[src/rtl/usb_crc_pkg.sv]
// Shared types and constants for the serial USB CRC5/CRC16 generator/checker.
// Width-dependent parameter defaults are resolved through the helper functions.
package usb_crc_pkg;

  typedef enum logic {
    GEN = 1'b0,
    CHK = 1'b1
  } crc_mode_t;

  typedef enum logic [1:0] {
    StIdle,
    StData,
    StAppend
  } state_t;

  localparam logic [4:0]  CRC5_POLY  = 5'b00101;
  localparam logic [15:0] CRC16_POLY = 16'h8005;
  localparam logic [4:0]  CRC5_RES   = 5'b01100;
  localparam logic [15:0] CRC16_RES  = 16'h800D;

  function automatic logic [15:0] default_poly(input int unsigned w);
    return (w == 16) ? CRC16_POLY : {11'd0, CRC5_POLY};
  endfunction

  function automatic logic [15:0] default_res(input int unsigned w);
    return (w == 16) ? CRC16_RES : {11'd0, CRC5_RES};
  endfunction

endpackage

[src/rtl/usb_crc_lfsr.sv]
// Remainder register: all-ones seed load, one data step per accepted bit, and
// zero-fill shift used while the complemented remainder is streamed out.
module usb_crc_lfsr #(
  parameter int unsigned     CRC_W = 5,
  parameter logic [CRC_W-1:0] POLY = '0
) (
  input  logic             clk,
  input  logic             rst_b,
  input  logic             load_i,
  input  logic             step_i,
  input  logic             shift_i,
  input  logic             din_i,
  output logic [CRC_W-1:0] crc_o,
  output logic [CRC_W-1:0] next_o
);

  logic [CRC_W-1:0] crc_q, crc_d, base;
  logic             fb;

  // A step in the same cycle as a load starts from the seed, not the old value.
  always_comb begin
    base   = load_i ? '1 : crc_q;
    fb     = base[CRC_W-1] ^ din_i;
    next_o = {base[CRC_W-2:0], 1'b0} ^ (fb ? POLY : '0);
    crc_d  = crc_q;
    if (step_i) begin
      crc_d = next_o;
    end else if (shift_i) begin
      crc_d = {crc_q[CRC_W-2:0], 1'b0};
    end else if (load_i) begin
      crc_d = '1;
    end
  end

  always_ff @(posedge clk or negedge rst_b) begin
    if (!rst_b) begin
      crc_q <= '0;
    end else begin
      crc_q <= crc_d;
    end
  end

  assign crc_o = crc_q;

endmodule

[src/rtl/usb_crc_serial.sv]
// Bit-serial USB CRC block: generate mode appends the complemented remainder,
// check mode compares the final remainder against the good-packet residue.
module usb_crc_serial
  import usb_crc_pkg::*;
#(
  parameter int unsigned      CRC_W   = 5,
  parameter logic [CRC_W-1:0] POLY    = CRC_W'(default_poly(CRC_W)),
  parameter logic [CRC_W-1:0] RESIDUE = CRC_W'(default_res(CRC_W))
) (
  input  logic clk,
  input  logic rst_b,
  input  logic ce,
  input  logic start,
  input  logic mode,
  input  logic in_valid,
  input  logic in_bit,
  input  logic in_last,
  output logic out_valid,
  output logic out_bit,
  output logic out_last,
  output logic busy,
  output logic crc_ok,
  output logic crc_err
);

  localparam int unsigned CntW = $clog2(CRC_W);

  if (CRC_W != 5 && CRC_W != 16) begin : gen_bad_width
    $error("usb_crc_serial: CRC_W must be 5 or 16");
  end

  state_t           state_q;
  crc_mode_t        mode_q, acc_mode;
  logic [CntW-1:0]  cnt_q;
  logic             out_valid_q, out_bit_q, out_last_q, crc_ok_q, crc_err_q;
  logic             accept, lfsr_load, lfsr_step, lfsr_shift;
  logic [CRC_W-1:0] crc, crc_next;

  always_comb begin
    accept     = ce & in_valid & (start | (state_q == StData));
    acc_mode   = start ? crc_mode_t'(mode) : mode_q;
    lfsr_load  = ce & start;
    lfsr_step  = accept;
    lfsr_shift = ce & ~start & (state_q == StAppend);
  end

  usb_crc_lfsr #(
    .CRC_W (CRC_W),
    .POLY  (POLY)
  ) u_lfsr (
    .clk     (clk),
    .rst_b   (rst_b),
    .load_i  (lfsr_load),
    .step_i  (lfsr_step),
    .shift_i (lfsr_shift),
    .din_i   (in_bit),
    .crc_o   (crc),
    .next_o  (crc_next)
  );

  // Later assignments deliberately override earlier ones within a bit-time.
  always_ff @(posedge clk or negedge rst_b) begin
    if (!rst_b) begin
      state_q     <= StIdle;
      mode_q      <= GEN;
      cnt_q       <= '0;
      out_valid_q <= 1'b0;
      out_bit_q   <= 1'b0;
      out_last_q  <= 1'b0;
      crc_ok_q    <= 1'b0;
      crc_err_q   <= 1'b0;
    end else if (ce) begin
      out_valid_q <= 1'b0;
      out_bit_q   <= 1'b0;
      out_last_q  <= 1'b0;
      crc_ok_q    <= 1'b0;
      crc_err_q   <= 1'b0;
      if (start) begin
        state_q <= StData;
        mode_q  <= crc_mode_t'(mode);
        cnt_q   <= '0;
      end
      if (accept) begin
        out_valid_q <= 1'b1;
        out_bit_q   <= in_bit;
        if (in_last) begin
          if (acc_mode == GEN) begin
            state_q <= StAppend;
            cnt_q   <= '0;
          end else begin
            state_q   <= StIdle;
            crc_ok_q  <= (crc_next == RESIDUE);
            crc_err_q <= (crc_next != RESIDUE);
          end
        end
      end else if (!start && state_q == StAppend) begin
        out_valid_q <= 1'b1;
        out_bit_q   <= ~crc[CRC_W-1];
        cnt_q       <= cnt_q + 1'b1;
        if (cnt_q == CntW'(CRC_W - 1)) begin
          out_last_q <= 1'b1;
          state_q    <= StIdle;
        end
      end
    end
  end

  assign out_valid = out_valid_q;
  assign out_bit   = out_bit_q;
  assign out_last  = out_last_q;
  assign crc_ok    = crc_ok_q;
  assign crc_err   = crc_err_q;
  assign busy      = (state_q != StIdle);

endmodule

[config.mk]
export PLATFORM = sky130hd
export DESIGN_NAME = usb_crc_serial
export DESIGN_NICKNAME = d
export VERILOG_FILES = /design/src/rtl/usb_crc_pkg.sv /design/src/rtl/usb_crc_lfsr.sv /design/src/rtl/usb_crc_serial.sv
export SDC_FILE = /design/constraint.sdc
export NUM_CORES = 1
export LEC_CHECK = 0
export ABC_AREA = 1
export BUFFER_PORTS_ARGS = -buffer_cell sky130_fd_sc_hd__buf_2
export CORE_MARGIN = 4
export CORE_UTILIZATION = 54
export CTS_CLUSTER_SIZE = 25
export DETAILED_ROUTE_END_ITERATION = 8
export GPL_TIMING_DRIVEN = 0
export PLACE_DENSITY = 0.76
export REMOVE_ABC_BUFFERS = 1
export SLEW_MARGIN = 20
export SYNTH_ARGS = -nofsm -noshare
export SYNTH_HDL_FRONTEND = slang
export SYNTH_SLANG_ARGS = --single-unit
export TNS_END_PERCENT = 30
[constraint.sdc]
create_clock -name clk -period 1.55 [get_ports clk]
set_clock_uncertainty 0.15 [all_clocks]
set_input_delay 0.0775 -clock clk [delete_from_list [all_inputs] [get_ports clk]]
set_output_delay 0.0775 -clock clk [all_outputs]
set_load 0.02 [all_outputs]
==> impl_metrics.json, run 1 <==
{
  "routed_wl_mm": 1.97,
  "tns_ns": 0,
  "cp_max_fo": 7,
  "hold_class": "in2reg",
  "drc": 0,
  "grt_pass1_vias": 841,
  "clkTransAtPathRegs_ns": 0.10,
  "grt_max_degree": 17,
  "antenna_found_initial": 0,
  "status": "finished, final reports clean",
  "p_leak_uw": 0.000643,
  "ys_seq_elements": 16,
  "power_frac_comb_pct": 24.6,
  "synth-seq-area-share_pct": 42.3,
  "htreeDepth": 1,
  "drt_pass1_iterations": 4,
  "place.gp.congestion": 0.784,
  "ys.warnings.count": 0,
  "slew_headroom_pct": 76.5,
  "power.switching_uw": 333,
  "dieArea_um2": 2490,
  "post_drt_wl_per_cell_um": 11.8,
  "fin_area_um2": 1130,
  "dpl_cell_area_um2": 1030,
  "p_per_area_nw_per_um2": 924,
  "cap_violations": 0,
  "synth_xor_xnor_area_share_pct": 0,
  "clock-sinks": 16,
  "clock.fmax_ghz": 0.682,
  "die_w_um": 49.9,
  "syn_inst": 129,
  "critPathKind": "reg2reg",
  "synthAdderAreaFrac_pct": 2.64,
  "io_buffer_count": 13,
  "crit_arrival_ns": 1.48,
  "antenna_cells": 0,
  "clock-root-buffer": "clkbuf_4",
  "setup_viol": 0,
  "overflow": 0,
  "yosysUniqueCellTypes": 20,
  "drt-initial-drc-count": 22,
  "slew_viol_final": 0,
  "seqPwrFrac_pct": 49.1,
  "synth_top_family_by_area": "simple AND/OR/NAND/NOR gates",
  "ant_nets": 0,
  "clk_path_buf_depth": 2,
  "p_sw_share_pct": 32.0,
  "worstPathRequired_ns": 1.57,
  "clkLatencyLatePin_ns": 0.28,
  "timing.final.ws_setup_ns": 0.0827,
  "fin_nets": 162,
  "synth-simple-area-share_pct": 42.0,
  "dp_hpwl_mm": 1.47,
  "p_clk_share_pct": 26.3,
  "netlist_area_um2": 947,
  "grt_usage_pct": 17.2,
  "p_int_uw": 708,
  "die_height_um": 49.9,
  "drive_gt1_share_pct": 24.5,
  "rows": 14,
  "syn_avg_cell_area_um2": 7.34,
  "utilization_pct": 71.4,
  "cp-end-kind": "flip-flop",
  "hold_slack_ns": 0.0437,
  "dp_slack_ns": 0.122,
  "start_util_pct": 60.1,
  "hold_viol": 0,
  "vias": 852,
  "start_kind": "flip-flop",
  "rsz0062_at_grt": "yes",
  "area_growth_pct": 18.9,
  "fin_crit_sh_pct": 94.7,
  "grt_pass1_wl_mm": 3.37,
  "peakVddDrop_uv": 675,
  "fin_crit_ns": 1.47,
  "tritoncts": "done",
  "vias_per_cell": 5.10,
  "worst_slew_pin_slew_ns": 0.353,
  "core_um2": 1580,
  "cts_buffers": 3,
  "synth.area.mux_share_pct": 0,
  "synth_compound_area_share_pct": 4.76,
  "ioPinCount": 14
}
[registers in the layout, indices dropped and copies added, names as in the netlist]
name,cells
crc_err,1
mode_q,1
out_bit,1
out_valid,1
out_last,1
u_lfsr.crc_o,5
crc_ok,1
state_q,2
cnt_q,3
[cells in the final DEF, fill, tap and decap left out, drive strengths merged]
cell / count
inv: 19
nor2: 7
o21bai: 1
o211ai: 1
nand3: 14
or2: 2
clkinvlp: 1
a21oi: 1
ha: 2
o21ai: 4
buf: 15
clkbuf: 4
dfrtp: 16
nand2: 60
dlygate4sd3: 4
[Yosys cell counts]
cell | instances | area (um^2)
a21oi_1 | 1 | 5.00
clkbuf_1 | 1 | 3.75
dfrtp_1 | 16 | 400
ha_1 | 2 | 25.0
inv_1 | 18 | 67.6
inv_2 | 2 | 7.51
nand2_1 | 54 | 203
nand2_2 | 4 | 25.0
nand2_4 | 2 | 22.5
nand3_1 | 13 | 65.1
nand3_2 | 1 | 10.0
nor2_1 | 3 | 11.3
nor2_2 | 1 | 6.26
nor2_4 | 2 | 22.5
nor2_8 | 1 | 20.0
o211ai_2 | 1 | 12.5
o21ai_0 | 2 | 10.0
o21ai_1 | 2 | 10.0
o21bai_1 | 1 | 7.51
or2_2 | 2 | 12.5
[power by group through the flow]
stage               clock (uW)  combinational [uW]  sequential, uW
detailed placement           0                 241             520
global placement             0                 229             515
floorplan                    0                 164             519
global route               299                 288             517
finish                     274                 256             511
CTS                        279                 252             511
[worst max-delay path, cell delays in order, from the launching register on]
cell     delay [ns]
dfrtp_1        0.45
nor2_4         0.18
nand2_2        0.13
nor2_4         0.19
nor2_2         0.10
nand2_1        0.07
nand3_1        0.07
[final cells by class]
cell class / instances / area [um^2]
clock buffers: 4 / 36.3
inverters: 20 / 78.8
well taps: 16 / 20.0
repair buffers: 19 / 120
multi-input cells: 92 / 470
flip-flops and latches: 16 / 400
fillers: 129 / 450
[per-layer routing]
metal / vias to the layer above / wire (um) / global-route usage [%]
met3: 2 / 87 / 2.71
met2: 22 / 938 / 31.3
li1: 436 / - / -
met1: 392 / 930 / 21.0
met5: - / 0 / 0
met4: 0 / 8 / 4.15
[repair_timing]
item | CTS | global route
hold endpoints to repair | 24 | 0
buffers inserted | 0 | 2
resized for setup | 0 | 2
hold buffers | 4 | 0
endpoints found under the setup margin | 0 | 7
[cell families after synthesis]
logic type | Yosys count
flops | 16
fa+ha+maj | 2
compound gates | 7
simple gates | 83
buf+inv | 21
[worst paths after layout]
kind	slack (ns)	startpoint	depth (start not counted)	to
worst max-delay path	0.08	state_q[0]	6	u_lfsr.crc_o[2]
worst min-delay path	0.04	mode	5	mode_q
worst max register to register	0.08	state_q[0]	6	u_lfsr.crc_o[2]
worst min register to register	0.33	out_valid	2	out_valid
max in group asynchronous	0.91	rst_b	2	u_lfsr.crc_o[1]
min in group asynchronous	0.08	rst_b	2	u_lfsr.crc_o[4]
[through the flow]
step	std cells	total power, uW
floorplan	128	683
global placement	157	743
detailed placement	157	761
CTS	165	1040
global route	167	1100
finish	167	1040
No activity file was read; power rests on OpenSTA's default activity.
==> run 2, diff against run 1 <==
==> constraint.sdc (replaced) <==
create_clock -name clk -period 1.55 [get_ports clk]
set_clock_uncertainty 0.15 [all_clocks]
set_input_delay 0 -clock clk [delete_from_list [all_inputs] [get_ports clk]]
set_output_delay 0 -clock clk [all_outputs]
set_load 0.02 [all_outputs]
==> impl_metrics.json, run 2 (synthesized netlist as in run 1, its figures left out) <==
{
  "cp_slowest_cell": "dfrtp_1",
  "die_w_um": 49.9,
  "dp_hpwl_mm": 1.47,
  "hold_class": "in2async",
  "path_common_cell": "nor2_4",
  "htreeDepth": 1,
  "worstReg2RegStart": "state_q[0]",
  "start_util_pct": 60.1,
  "dp_cells": 157,
  "fin_crit_ns": 1.50,
  "cts_buffers": 3,
  "vias_per_cell": 5.18,
  "core_um2": 1580,
  "critPathKind": "reg2reg",
  "p_clk_share_pct": 26.3,
  "tritoncts": "done",
  "instances_no_fill": 169,
  "crit_start": "state_q[0]",
  "cp_max_fo": 5,
  "tns_ns": 0,
  "power.switching_uw": 334,
  "crit_arrival_ns": 1.56,
  "p_sw_share_pct": 32.0,
  "utilization_pct": 72.4,
  "ant_nets": 0,
  "grt_pass1_vias": 846,
  "p_per_area_nw_per_um2": 915,
  "setup_viol": 0,
  "cpLargestDelayFamily": "simple AND/OR/NAND/NOR gates",
  "ioPinCount": 14,
  "path_buf_inv": 1,
  "start_kind": "flip-flop",
  "drive_gt1_share_pct": 24.2,
  "worstPathRequired_ns": 1.61,
  "routed_wl_mm": 2.01,
  "antenna_found_initial": 0,
  "power_frac_comb_pct": 24.7,
  "place.gp.congestion": 0.784,
  "timing.final.ws_setup_ns": 0.0473,
  "largest_reg_flops": 5,
  "worst_slew_pin_slew_ns": 0.350,
  "clkTransAtPathRegs_ns": 0.10,
  "grt_max_degree": 17,
  "drc": 0,
  "antenna_cells": 0,
  "clkLatencyLatePin_ns": 0.28,
  "drt_pass1_iterations": 4,
  "fin_crit_sh_pct": 96.9,
  "dp_slack_ns": 0.122,
  "slowest_delay_ns": 0.45,
  "final_cell_mix": "nand2_1 (54), inv_1 (17), dfrtp_1 (16)",
  "final_common_cell": "nand2_1",
  "rows": 14,
  "fin_nets": 164,
  "slew_viol_final": 0,
  "seqPwrFrac_pct": 48.9,
  "status": "finished, final reports clean",
  "clock.fmax_ghz": 0.665,
  "die_height_um": 49.9,
  "grt_usage_pct": 17.4,
  "overflow": 0,
  "cp-end-kind": "flip-flop",
  "drt-initial-drc-count": 21,
  "grt_pass1_wl_mm": 3.41,
  "p_leak_uw": 0.000651,
  "dieArea_um2": 2490,
  "cap_violations": 0,
  "vias": 875,
  "peakVddDrop_uv": 670,
  "crit_chain": "nor2_4 -> nand2_2 -> nor2_4 -> buf_4 -> nor2_1 -> a21oi_1",
  "area_growth_pct": 20.5,
  "io_buffer_count": 13,
  "p_int_uw": 710,
  "clock-root-buffer": "clkbuf_4",
  "slew_headroom_pct": 76.6,
  "clock-sinks": 16,
  "post_drt_wl_per_cell_um": 11.9,
  "clk_path_buf_depth": 2,
  "hold_viol": 0
}
run 2: path summary, 6_finish.rpt:
path | cells past startpoint | slack [ns] | end
min in group clk | 5 | 0.02 | mode_q
worst max register to register | 6 | 0.05 | cnt_q[0]
worst max-delay path | 6 | 0.05 | cnt_q[0]
max in group asynchronous | 2 | 0.99 | u_lfsr.crc_o[1]
worst min-delay path | 2 | 0.0003 | u_lfsr.crc_o[4]
worst min register to register | 2 | 0.34 | out_valid
run 2: what timing repair did:
action | 4_1_cts | 5_1_grt
hold buffers | 5 | 0
setup endpoints to repair | 0 | 5
setup buffers | 0 | 3
hold endpoints to repair | 26 | 0
gates resized for setup | 0 | 1
run 2: metrics by stage:
stage | instance area (um^2) | total power, uW | hold WS (ns)
after CTS | 1110 | 1040 | 0.000393
after global routing | 1140 | 1110 | 0.0268
after detailed placement | 1030 | 761 | -0.221
final | 1140 | 1040 | 0.000288
after global placement | 1030 | 743 | -0.225
after floorplan | 943 | 683 | -0.446
run 2: power groups by stage:
stage / Sequential, uW / Combinational [uW] / Clock, uW
after floorplan: 519 / 164 / 0
after global placement: 515 / 229 / 0
after detailed placement: 520 / 241 / 0
after CTS: 511 / 254 / 279
after global routing: 517 / 290 / 299
final: 511 / 258 / 275
run 2: layer usage:
| layer | wire length (um) | part of all wire [%] | vias up | GRT usage (%) |
|---|---|---|---|---|
| li1 | - | - | 443 | - |
| met1 | 933 | 46 | 392 | 21.2 |
| met2 | 936 | 46 | 36 | 31.7 |
| met3 | 129 | 6.4 | 4 | 2.71 |
| met4 | 15 | 0.74 | 0 | 4.15 |
| met5 | 0 | 0 | - | 0 |
run 2: layout make-up:
| type | instances | area [um^2] |
|---|---|---|
| well taps | 16 | 20.0 |
| clock buffers | 4 | 36.3 |
| flip-flops and latches | 16 | 400 |
| fillers | 130 | 435 |
| inverters | 20 | 78.8 |
| repair buffers | 21 | 138 |
| multi-input cells | 92 | 468 |
==> run 3, diff against run 2 <==
- ABC_AREA: 1 -> unset
- PLACE_DENSITY: 0.76 -> 0.77
==> impl_metrics.json, run 3 <==
{
  "status": "complete, but fails checks",
  "violations": "hold timing",
  "clock.fmax_ghz": 0.666,
  "grt_usage_pct": 16.8,
  "dp_hpwl_mm": 1.26,
  "rr_endpoint": "u_lfsr.crc_o[2]",
  "ant_nets": 0,
  "hold_viol": 16,
  "path_buf_inv": 2,
  "cp.depth": 6,
  "cap_violations": 0,
  "drt_pass1_iterations": 4,
  "clk_path_buf_depth": 2,
  "slowest_delay_ns": 0.55,
  "slew_headroom_pct": 76.6,
  "ys_seq_elements": 16,
  "start_kind": "input pin",
  "antenna_cells": 0,
  "area_growth_pct": 21.9,
  "cts_buffers": 3,
  "yosys.area.top_type": "dfrtp_1",
  "busiest_layer": "met2",
  "fin_nets": 119,
  "clock-sinks": 16,
  "peakVddDrop_uv": 598,
  "slew_viol_final": 0,
  "crit_arrival_ns": 1.53,
  "hold_class": "in2async",
  "ys_top_cells_by_count": "dfrtp_1 (16), nor2_1 (11), inv_1 (6), a21oi_1 (5), nor3_1 (4)",
  "overflow": 0,
  "die_w_um": 48.7,
  "grt_pass1_wl_mm": 3.19,
  "utilization_pct": 70.9,
  "power_frac_comb_pct": 26.0,
  "largest_reg_flops": 5,
  "async_flop_share_pct": 100,
  "syn_inst": 86,
  "clkTransAtPathRegs_ns": 0.09,
  "met3_usage_pct": 5.52,
  "synth_top_area_share_pct": 44.7,
  "ys_dominant_reg_cell": "dfrtp_1",
  "io_buffer_count": 13,
  "clkLatencyLatePin_ns": 0.29,
  "syn_avg_cell_area_um2": 10.4,
  "grt_pass1_vias": 715,
  "yosysUniqueCellTypes": 34,
  "start_util_pct": 58.1,
  "ys.warnings.count": 0,
  "rows": 14,
  "p_leak_uw": 0.000502,
  "seqPwrFrac_pct": 48.8,
  "die_height_um": 48.7,
  "synth_edf_count": 0,
  "fin_area_um2": 1090,
  "drt-initial-drc-count": 17,
  "cp-end-kind": "flip-flop",
  "regToRegSetupSlack_ns": 0.07,
  "synth-seq-area-share_pct": 44.7,
  "tritoncts": "done",
  "dpl_cell_area_um2": 947,
  "post_drt_wl_per_cell_um": 14.9,
  "netlist_area_um2": 896,
  "p_int_uw": 753,
  "cp_max_fo": 13,
  "drc": 0,
  "antenna_found_initial": 0,
  "crit_start": "ce",
  "crit_chain": "dlygate4sd3_1 -> clkbuf_4 -> and2_4 -> nor2_1 -> xor2_1 -> a221o_1",
  "fin_crit_sh_pct": 96.9,
  "synth.most_common_cell": "dfrtp_1",
  "final_cell_mix": "dfrtp_1 (15), buf_2 (12), nor2_1 (10)",
  "dieArea_um2": 2370,
  "worstPathRequired_ns": 1.58,
  "ioPinCount": 14,
  "endpoint": "u_lfsr.crc_o[2]",
  "worst_slew_pin_slew_ns": 0.351,
  "clock-root-buffer": "clkbuf_4",
  "final_common_cell": "dfrtp_1",
  "grt_max_degree": 17,
  "drive_gt1_share_pct": 28.7,
  "yosys-top-cells-area": "dfrtp_1 (45%), nor2_1 (4.6%), buf_6 (3.8%), mux2i_1 (3.4%), xnor2_1 (2.9%)",
  "p_per_area_nw_per_um2": 1010,
  "cp_slowest_cell": "dlygate4sd3_1",
  "power.switching_uw": 345,
  "hold_slack_ns": -0.0116,
  "grt_util_met1_pct": 22.8,
  "cpLargestDelayFamily": "buffers and inverters",
  "worstReg2RegStart": "state_q[0]",
  "routed_wl_mm": 1.85,
  "p_clk_share_pct": 25.3,
  "critPathKind": "in2reg",
  "met2_usage_pct": 25.4,
  "setup_viol": 0,
  "vias": 720,
  "p_sw_share_pct": 31.4,
  "place.gp.congestion": 0.879,
  "core_um2": 1540,
  "fin_crit_ns": 1.50,
  "vias_per_cell": 5.81,
  "r2r_cells": 4,
  "htreeDepth": 1
}
## run 3: metal layers
metal  vias to the layer above  share of wire, %
li1                        355                 -
met1                       339                47
met2                        22                47
met3                         4               4.9
met4                         0               1.5
met5                         -                 0
## run 3: power groups by stage
stage | Sequential [uW] | Clock, uW | Combinational [uW]
finish | 536 | 277 | 285
global route | 544 | 298 | 317
CTS | 534 | 279 | 267
detailed placement | 543 | 0 | 250
global placement | 540 | 0 | 242
floorplan | 541 | 0 | 169
## run 3: cell families after synthesis
kind of cell,Yosys count,share of synthesized area [%]
AO/OA/AOI/OAI,23,20.5
XOR/XNOR,4,3.91
multiplexers,5,5.87
AND/OR/NAND/NOR,27,15.9
adder cells (fa/ha/maj),2,2.79
buffers and inverters,9,6.28
flip-flops,16,44.7
## run 3: cell type report
type | count | area [um^2]
multi-input combinational | 61 | 467
fill | 120 | 449
sequential | 16 | 402
timing repair buffer | 21 | 145
clock buffer | 4 | 36.3
inverter | 6 | 22.5
tap | 16 | 20.0
## run 3: stage by stage
stage | hold slack, ns | instances | setup TNS [ns] | power (uW) | worst slack [ns]
2_1_floorplan | -0.446 | 83 | 0 | 710 | 0.146
3_3_place_gp | -0.220 | 112 | 0 | 782 | 0.0274
3_5_place_dp | -0.218 | 112 | 0 | 793 | 0.00987
4_1_cts | 0.00637 | 123 | 0 | 1080 | 0.00286
5_1_grt | 0.0225 | 124 | -0.00191 | 1160 | -0.00191
6_report | -0.0116 | 124 | 0 | 1100 | 0.0485
## run 3: how the worst min path moves through the flow
| stage | start | to | slack (ns) | cells past startpoint |
|---|---|---|---|---|
| final | rst_b | crc_ok | -0.01 | 2 |
| after global routing | rst_b | crc_ok | 0.02 | 2 |
| after CTS | rst_b | mode_q | 0.006 | 2 |
| after detailed placement | rst_b | state_q[0] | -0.22 | 1 |
| after global placement | rst_b | state_q[0] | -0.22 | 1 |
| after floorplan | rst_b | cnt_q[0] | -0.45 | 0 |
## run 3: timing repair
item / CTS / global route
endpoints found under the setup margin: 2 / 4
hold buffers: 7 / 0
hold endpoints to repair: 27 / 0
setup buffers: 0 / 1
gates resized for setup: 1 / 7
